### src/rtl/fir_output_requantizer.sv
// FIR output consumer: qualifies output cycles, rounds Q30 to Q15 with saturation,
// and buffers samples in a small FIFO behind a valid/ready sink interface.
module fir_output_requantizer #(
  parameter int IN_W       = 32,
  parameter int OUT_W      = 16,
  parameter int FRAC_SHIFT = 15,
  parameter int FIR_LAT    = 6,
  parameter int FIFO_DEPTH = 4
) (
  input  logic             clk,
  input  logic             reset,
  input  logic             in_valid,
  input  logic [IN_W-1:0]  fir_data,
  input  logic             clear_flags,
  output logic [OUT_W-1:0] out_data,
  output logic             out_valid,
  input  logic             out_ready,
  output logic             overflow,
  output logic             drop,
  output logic [15:0]      drop_count
);

  localparam int PW = (FIFO_DEPTH > 1) ? $clog2(FIFO_DEPTH) : 1;
  localparam int CW = PW + 1;
  localparam int QW = IN_W + 1 - FRAC_SHIFT;
  localparam logic [CW-1:0]    DEPTH_C  = CW'(FIFO_DEPTH);
  localparam logic [IN_W:0]    RND_HALF = (IN_W+1)'(1) << (FRAC_SHIFT - 1);
  localparam logic [OUT_W-1:0] SAT_POS  = {1'b0, {(OUT_W-1){1'b1}}};
  localparam logic [OUT_W-1:0] SAT_NEG  = {1'b1, {(OUT_W-1){1'b0}}};

  // ---------------------------------------------------------------------------
  // Valid delay line: matches in_valid to the FIR output it belongs to
  // ---------------------------------------------------------------------------
  logic [FIR_LAT-1:0] vld_sr_reg;
  logic [FIR_LAT-1:0] vld_sr_next;
  logic               qv;

  genvar gi;
  generate
    for (gi = 0; gi < FIR_LAT; gi++) begin : g_vld
      if (gi == 0) begin : g_head
        assign vld_sr_next[gi] = in_valid;
      end else begin : g_tail
        assign vld_sr_next[gi] = vld_sr_reg[gi-1];
      end
    end
  endgenerate

  always_ff @(posedge clk or negedge reset) begin
    if (!reset) begin
      vld_sr_reg <= '0;
    end else begin
      vld_sr_reg <= vld_sr_next;
    end
  end

  assign qv = vld_sr_reg[FIR_LAT-1];

  // ---------------------------------------------------------------------------
  // Round half-up then saturate; q fits in OUT_W iff its top bits are all equal
  // ---------------------------------------------------------------------------
  logic [IN_W:0]         rnd_sum;
  logic [QW-1:0]         rnd_q;
  logic [FRAC_SHIFT-1:0] rnd_frac_unused;
  logic [QW-OUT_W:0]     rnd_hi;
  logic                  rnd_fits;
  logic                  sat_hit;
  logic [OUT_W-1:0]      sat_val;

  assign rnd_sum         = {fir_data[IN_W-1], fir_data} + RND_HALF;
  assign rnd_q           = rnd_sum[IN_W:FRAC_SHIFT];
  assign rnd_frac_unused = rnd_sum[FRAC_SHIFT-1:0];
  assign rnd_hi          = rnd_q[QW-1:OUT_W-1];
  assign rnd_fits        = (&rnd_hi) | ~(|rnd_hi);
  assign sat_hit         = ~rnd_fits;
  assign sat_val         = rnd_fits ? rnd_q[OUT_W-1:0]
                                    : (rnd_q[QW-1] ? SAT_NEG : SAT_POS);

  // ---------------------------------------------------------------------------
  // Stage register: never stalls, so a full FIFO turns into a drop
  // ---------------------------------------------------------------------------
  logic             stg_v_reg;
  logic [OUT_W-1:0] stg_data_reg;

  always_ff @(posedge clk or negedge reset) begin
    if (!reset) begin
      stg_v_reg    <= 1'b0;
      stg_data_reg <= '0;
    end else begin
      stg_v_reg <= qv;
      if (qv) begin
        stg_data_reg <= sat_val;
      end
    end
  end

  // ---------------------------------------------------------------------------
  // Output FIFO
  // ---------------------------------------------------------------------------
  logic [OUT_W-1:0] mem [FIFO_DEPTH];
  logic [PW-1:0]    wr_ptr_reg, wr_ptr_next;
  logic [PW-1:0]    rd_ptr_reg, rd_ptr_next;
  logic [CW-1:0]    count_reg, count_next;
  logic             full;
  logic             pop;
  logic             push;
  logic             drop_ev;

  assign out_valid = (count_reg != '0);
  assign full      = (count_reg == DEPTH_C);
  assign pop       = out_valid & out_ready;
  // A pop on the same edge frees the slot the incoming sample needs
  assign push      = stg_v_reg & (~full | pop);
  assign drop_ev   = stg_v_reg & ~push;
  assign out_data  = out_valid ? mem[rd_ptr_reg] : '0;

  always_comb begin
    wr_ptr_next = wr_ptr_reg;
    rd_ptr_next = rd_ptr_reg;
    count_next  = count_reg;
    if (push) begin
      wr_ptr_next = wr_ptr_reg + PW'(1);
    end
    if (pop) begin
      rd_ptr_next = rd_ptr_reg + PW'(1);
    end
    case ({push, pop})
      2'b10:   count_next = count_reg + CW'(1);
      2'b01:   count_next = count_reg - CW'(1);
      default: count_next = count_reg;
    endcase
  end

  always_ff @(posedge clk or negedge reset) begin
    if (!reset) begin
      wr_ptr_reg <= '0;
      rd_ptr_reg <= '0;
      count_reg  <= '0;
    end else begin
      wr_ptr_reg <= wr_ptr_next;
      rd_ptr_reg <= rd_ptr_next;
      count_reg  <= count_next;
    end
  end

  always_ff @(posedge clk) begin
    if (push) begin
      mem[wr_ptr_reg] <= stg_data_reg;
    end
  end

  // ---------------------------------------------------------------------------
  // Status flags: a new event beats clear_flags on the same edge
  // ---------------------------------------------------------------------------
  logic        overflow_reg, overflow_next;
  logic        drop_reg;
  logic [15:0] drop_count_reg, drop_count_next;
  logic        ovf_ev;

  assign ovf_ev = qv & sat_hit;

  always_comb begin
    overflow_next   = overflow_reg;
    drop_count_next = drop_count_reg;
    if (ovf_ev) begin
      overflow_next = 1'b1;
    end else if (clear_flags) begin
      overflow_next = 1'b0;
    end
    if (drop_ev) begin
      if (clear_flags) begin
        drop_count_next = 16'd1;
      end else if (drop_count_reg != 16'hFFFF) begin
        drop_count_next = drop_count_reg + 16'd1;
      end
    end else if (clear_flags) begin
      drop_count_next = 16'd0;
    end
  end

  always_ff @(posedge clk or negedge reset) begin
    if (!reset) begin
      overflow_reg   <= 1'b0;
      drop_reg       <= 1'b0;
      drop_count_reg <= 16'd0;
    end else begin
      overflow_reg   <= overflow_next;
      drop_reg       <= drop_ev;
      drop_count_reg <= drop_count_next;
    end
  end

  assign overflow   = overflow_reg;
  assign drop       = drop_reg;
  assign drop_count = drop_count_reg;

endmodule

### config.mk
export PLATFORM = sky130hd
export DESIGN_NAME = fir_output_requantizer
export DESIGN_NICKNAME = d
export VERILOG_FILES = /design/src/rtl/fir_output_requantizer.sv
export SDC_FILE = /design/constraint.sdc
export NUM_CORES = 1
export LEC_CHECK = 0
export ABC_AREA = 1
export BUFFER_PORTS_ARGS = -buffer_cell sky130_fd_sc_hd__buf_4
export CORE_UTILIZATION = 23
export CTS_BUF_LIST = sky130_fd_sc_hd__clkbuf_4 sky130_fd_sc_hd__clkbuf_8
export CTS_CLUSTER_DIAMETER = 150
export CTS_CLUSTER_SIZE = 25
export DETAILED_ROUTE_END_ITERATION = 8
export SLEW_MARGIN = 20
export SYNTH_ARGS = -nofsm -noshare
export SYNTH_HDL_FRONTEND = slang
export SYNTH_SLANG_ARGS = --single-unit
### constraint.sdc
create_clock -name clk -period 2 [get_ports clk]
set_input_delay 0 -clock clk [delete_from_list [all_inputs] [get_ports clk]]
set_output_delay 0 -clock clk [all_outputs]
set_load 0.01 [all_outputs]
Yosys cells after proc, flatten, opt, wreduce, memory -nomap -nowiden
Memories as Yosys holds them, arrays and structs flattened.
Cells that the tools add are included.
{"block": "classes", "n_div": 0, "n_eq_ne": 4, "multipliers": 0, "bitwise_logic": 10, "shifts": 0, "mux": 12, "add_sub_neg": 6, "order_cmp": 0, "reduce_logical": 8}
{"op": "16-bit two-way mux", "count": 7}
{"op": "32-bit by 16-bit adder with 33-bit output, second input constant", "count": 1}
{"op": "16-bit by 1-bit adder with 16-bit output, second input constant", "count": 1}
{"op": "16-bit inequality test, second input constant", "count": 1}
{"op": "2-bit nonzero test", "count": 4}
{"op": "3-bit one-hot mux with 2 select lines", "count": 1}
{"op": "2-bit by 1-bit adder with 2-bit output, second input constant", "count": 2}
{"op": "1-bit bitwise AND", "count": 4}
{"op": "1-bit two-way mux", "count": 4}
{"op": "1-bit NOT", "count": 4}
{"op": "3-bit by 1-bit adder with 3-bit output, second input constant", "count": 1}
{"op": "3-bit == test, second input constant", "count": 1}
{"op": "3-bit AND reduction", "count": 1}
{"op": "3-bit nonzero test", "count": 1}
{"op": "3-bit OR reduction", "count": 1}
{"op": "3-bit by 1-bit subtractor with 3-bit output, second input constant", "count": 1}
{"op": "2-bit by 1-bit == test with 1-bit output, second input constant", "count": 1}
{"op": "2-bit == test, second input constant", "count": 1}
{"op": "1-bit bitwise OR", "count": 2}
{"op": "2-bit AND reduction", "count": 1}
{"block": "word_totals", "inputBits": 37, "reg_bits": 48, "wordCells": 50, "mem_count": 1, "latch_bits": 0, "ram_bits": 64, "out_inout_bits": 35, "rom_bits": 0}
{"name": "mem", "depth": 4, "width": 16, "rd": 1, "rd_ports_with_merged_regs": 0, "wr": 1, "line_no": "100", "text": "logic [OUT_W-1:0] mem [FIFO_DEPTH];"}

Logic depth before layout (Yosys ltp)
{"block": "depth", "depth_word": 8, "ltp_mapped": 13, "ltp_nobuf": 12}

Worst setup path after synthesis
OpenSTA, ideal clock, no wires.
{"block": "synth_timing", "path_kind": "register to register", "from": "register count_reg[2]", "to": "memory mem[0][0] (enable)", "setup_time_ns": 0.389, "required_time_ns": 1.611, "n_path_buf": 0, "setup_slack_ns": 0.036, "path_stages_with_launch": 4, "arrival_ns": 1.575, "synth_period_minus_slack_ns": 1.964, "path_cell_list": "dfrtp_1 > a31oi_1 > inv_1 > nor2_1"}
{"block": "synth_via", "elab_chain_len": 6, "elab_cells_between_ends": 8, "classes_between": "eq/ne: 1; mux: 2; bitwise: 4; reduce/logical: 1"}
{"element": "from (decl)", "line_no": "103", "text": "logic [CW-1:0] count_reg, count_next;"}
{"element": "from (signal assigned)", "line_no": "142", "text": "count_reg <= count_next;"}
{"element": "3-bit nonzero test or 3-bit == test (tied branches)", "line_no": "109, 110"}
{"element": "1-bit bitwise AND or 1-bit NOT (tied branches)", "line_no": "111, 113"}
{"element": "1-bit bitwise OR (*)", "line_no": "113", "text": "assign push = stg_v_reg & (~full | pop);"}
{"element": "1-bit bitwise AND (*)", "line_no": "113"}
{"element": "1-bit two-way mux (*)", "line_no": "147", "text": "if (push) begin"}
{"element": "1-bit two-way mux (not written as such) (*)", "line_no": "148", "text": "mem[wr_ptr_reg] <= stg_data_reg;"}
{"element": "to (decl)", "line_no": "100"}
Mark *: on every way between the ends. The rest lies on a longest branch, timed or not.

Final worst setup path
{"block": "layout_timing", "from": "register count_reg[1]", "to": "output out_data[14]"}
{"block": "layout_via", "elab_chain_len": 2}
{"element": "3-bit nonzero test", "line_no": "109", "text": "assign out_valid = (count_reg != '0);"}
{"element": "16-bit two-way mux", "line_no": "115", "text": "assign out_data = out_valid ? mem[rd_ptr_reg] : '0;"}
{"element": "to (decl)", "line_no": "15", "text": "output logic [OUT_W-1:0] out_data,"}
Every way passes these cells.

==> metrics.md <==
| Metric | Value |
|---|---|
| Vias in the first global route | `approximately 3.6k` |
| Number of enable flip-flop cells after synthesis | `64` |
| Maximum VDD drop | `493.8 uV` |
| CTS tree | `built` |
| Initial cell density of the core | `23.55%` |
| Crit. End Element | `output pin` |
| Tmin final | `around 1.9 ns` |
| Relative slew margins | `41.09%` |
| Sequential area share after synthesis | `around three fifths` |
| P_leak | `~2.7 nW` |
| FFs w/ async S/R, synth | `between 40% and 50%` |
| CP max FO | `16` |
| Nets | `676` |
| Rows | `55` |
| Routed vias/inst | `between 4 and 5` |
| Area grow syn2layout | `20.59%` |
| Slew of the pin with the lowest slew margin | `0.8837 ns` |
| Switching power | `2.419 mW` |
| Largest net degree at the start of global routing | `49` |
| Final instance area | `6449 um2` |
| Worst Hold Endpoint | `stg_data_reg[4]` |
| Die height | `154.5 um` |
| RSZ-0062 raised after global routing | `no` |
| Syn Std Cell Area | `around 5300 um2` |
| Internal cell power | `4.507 mW` |
| Clk Tree Root Cell | `clkbuf_8` |
| Setup repair bufs after CTS | `0` |
| Clock network power share | `between 20 and 25%` |
| Antenna Violating Nets Remaining | `0` |
| Status | `complete, no violations` |
| Area contributors post-synth | `edfxtp_1 36%, dfrtp_1 22%, nor2_1 7.3%` |
| Arrival @ worst endpoint | `between 1.5 and 2 ns` |
| Endpoints failing setup | `0` |
| Yosys cell types | `38` |
| Routed wire per std cell | `12.11 um` |
| Top-level I/O count | `72` |
| TNS Setup | `0 ns` |
| Mapped Nets | `610` |
| Max_cap viols | `0` |
| Min-delay src | `fir_data[19]` |
| Reg2Reg Setup Slack | `0.22 ns` |
| Cell with the most instances after synthesis | `nor2_1` |
| Reg power frac | `43.9%` |
| Die ar. | `23860 um2` |
| Worst min path class | `input port to flip-flop` |
| Crit Path Class | `flip-flop to output pin` |
| Fin. Hold Viols | `0` |
| Max reg flops | `64` |
| Combinational Power Share | `35.4%` |
| Startpoint types | `flip-flop` |
| Global-route wire length before repair | `18.40 mm` |
| Number of remaining DRC errors | `0` |
| Initial DRC Count | `214` |
| Ys Warns | `0` |
| HPWL after detailed placement | `7.691 mm` |
| Share of cells above drive strength 1 | `approximately a fifth` |
| Initial antenna violation count | `0` |
| Worst-Skew Late Latency | `0.37 ns` |
| Routed WL | `11.16 mm` |
| Clk pin slew, worst setup/hold paths | `0.11 ns` |
| Total global routing track utilization | `under 10%` |
| Top-area cell type share of the netlist area | `about 36%` |
| Crit share post-route | `93.71%` |
| Primary FF master, synth | `edfxtp_1` |
| Clock Path Buffers | `2` |
| Worst reg2reg path depth | `12` |
| Fmax | `about 530 MHz` |
| Power Density | `1074 nW/um2` |
| Most frequent cells after synthesis | `104 x nor2_1, 93 x nand2_1, 64 x edfxtp_1, 48 x dfrtp_1, 46 x inv_1` |
| Synth Area per Inst | `9.448 um2` |
| Total core area | `~23000 um2` |
| Worst path required time | `2.00 ns` |
| Port bufs | `57` |
| Total grt overflow | `0` |
| CTS buffer count | `9` |
| Placement Cell Area | `6188 um2` |
| Clock tree sinks | `112` |
| R2R Path Start | `count_reg[0]` |
| RePlAce Congestion | `0.7996` |
| Switching share of power | `34.93%` |
| H-tree depth | `3` |
| Drt pass-1 iters | `4` |
| ANT cells | `0` |
| Syn Inst Count | `around 570` |
| Worst Skew | `0.01384 ns` |
| Reg-to-reg endpoint | `count_reg[2]` |
| Via count | `3766` |
| Die W | `between 150 and 200 um` |
| Hold path depth | `6` |
| Layout fillers | `~2.4k` |
| Area leader, netlist | `edfxtp_1` |
| Post-synthesis register bit count | `112` |
| Max Slew Vio Count | `0` |
==> final cells by class <==
cell class	instances	area, um2	area share [%]
inverters	55	206.4	3.201
clock buffers	10	131.4	2.037
clock inverters	6	81.33	1.261
flip-flops and latches	112	3123	48.43
well taps	285	356.6	5.530
multi-input cells	380	1922	29.80
repair buffers	74	628.1	9.740
==> logic make-up after synthesis <==
group,share of synthesized area [%]
buf+inv,5.803
fa+ha+maj,1.778
xor+xnor,3.439
compound gates,7.534
flops,58.40
simple gates,23.05
==> per-stage QoR <==
step / util, % / power, mW / cells / setup WS [ns] / hold slack [ns]
floorplan: - / 4.447 / 566 / 0.03601 / -0.2956
global placement: 27.25 / 5.573 / 902 / 0.1900 / 0.06123
detailed placement: 27.25 / 5.607 / 902 / 0.1573 / 0.06268
CTS: 28.36 / 7.050 / 922 / 0.06468 / 0.02576
global route: 28.40 / 7.410 / 922 / 0.03093 / 0.06016
finish: 28.40 / 6.926 / 922 / 0.1258 / 0.03671
==> routing by layer <==
metal / track usage, % / part of all wire [%]
met1: 13.13 / 49
met2: 15.86 / 47
met3: 1.485 / 2.8
met4: 3.112 / 1.6
met5: 0 / 0
==> how the worst max path moves through the flow <==
stage                              end    startpoint  slack [ns]  depth (start not counted)
final                     out_data[14]  count_reg[1]        0.13                          8
after global routing      out_data[14]  count_reg[1]        0.03                          8
after CTS                 out_data[14]  count_reg[1]        0.06                          8
after detailed placement  count_reg[2]  count_reg[0]        0.16                         12
after global placement    count_reg[2]  count_reg[0]        0.19                         12
after floorplan              mem[0][0]  count_reg[2]        0.04                          3
==> worst max-delay path: stages (launching register included) <==
cell	delay, ns
dfrtp_1	0.42
nor2_2	0.16
inv_1	0.05
or2_1	0.23
buf_4	0.15
inv_1	0.08
buf_12	0.16
a21oi_1	0.09
buf_4	0.17
==> power by group through the flow <==
| stage | logic, mW | registers [mW] | clock network (mW) |
|---|---|---|---|
| floorplan | 1.41 | 3.03 | 0 |
| global placement | 2.49 | 3.08 | 0 |
| detailed placement | 2.52 | 3.09 | 0 |
| CTS | 2.54 | 3.04 | 1.47 |
| global route | 2.76 | 3.08 | 1.57 |
| finish | 2.45 | 3.04 | 1.44 |
==> cell usage in the layout, fill, tap and decap left out, drive strengths merged, types with 2 or more instances in the layout <==
cell type,netlist,final
xor2,16,16
dfrtp,48,48
or2,17,17
xnor2,5,5
ha,6,6
inv,53,58
edfxtp,64,64
buf,10,70
dlygate4sd3,0,4
nand4,5,5
nand3,28,28
clkinv,2,2
a21oi,28,28
o21ai,44,44
clkbuf,9,10
nand2,108,108
nor3,8,8
nor2,108,108
==> what timing repair did <==
| item | CTS | global route |
|---|---|---|
| endpoints found under the hold margin | 56 | 0 |
| hold buffers | 4 | 0 |
| gates resized for setup | 0 | 4 |
| endpoints found under the setup margin | 0 | 2 |
Power figures use the tool's default switching activity.
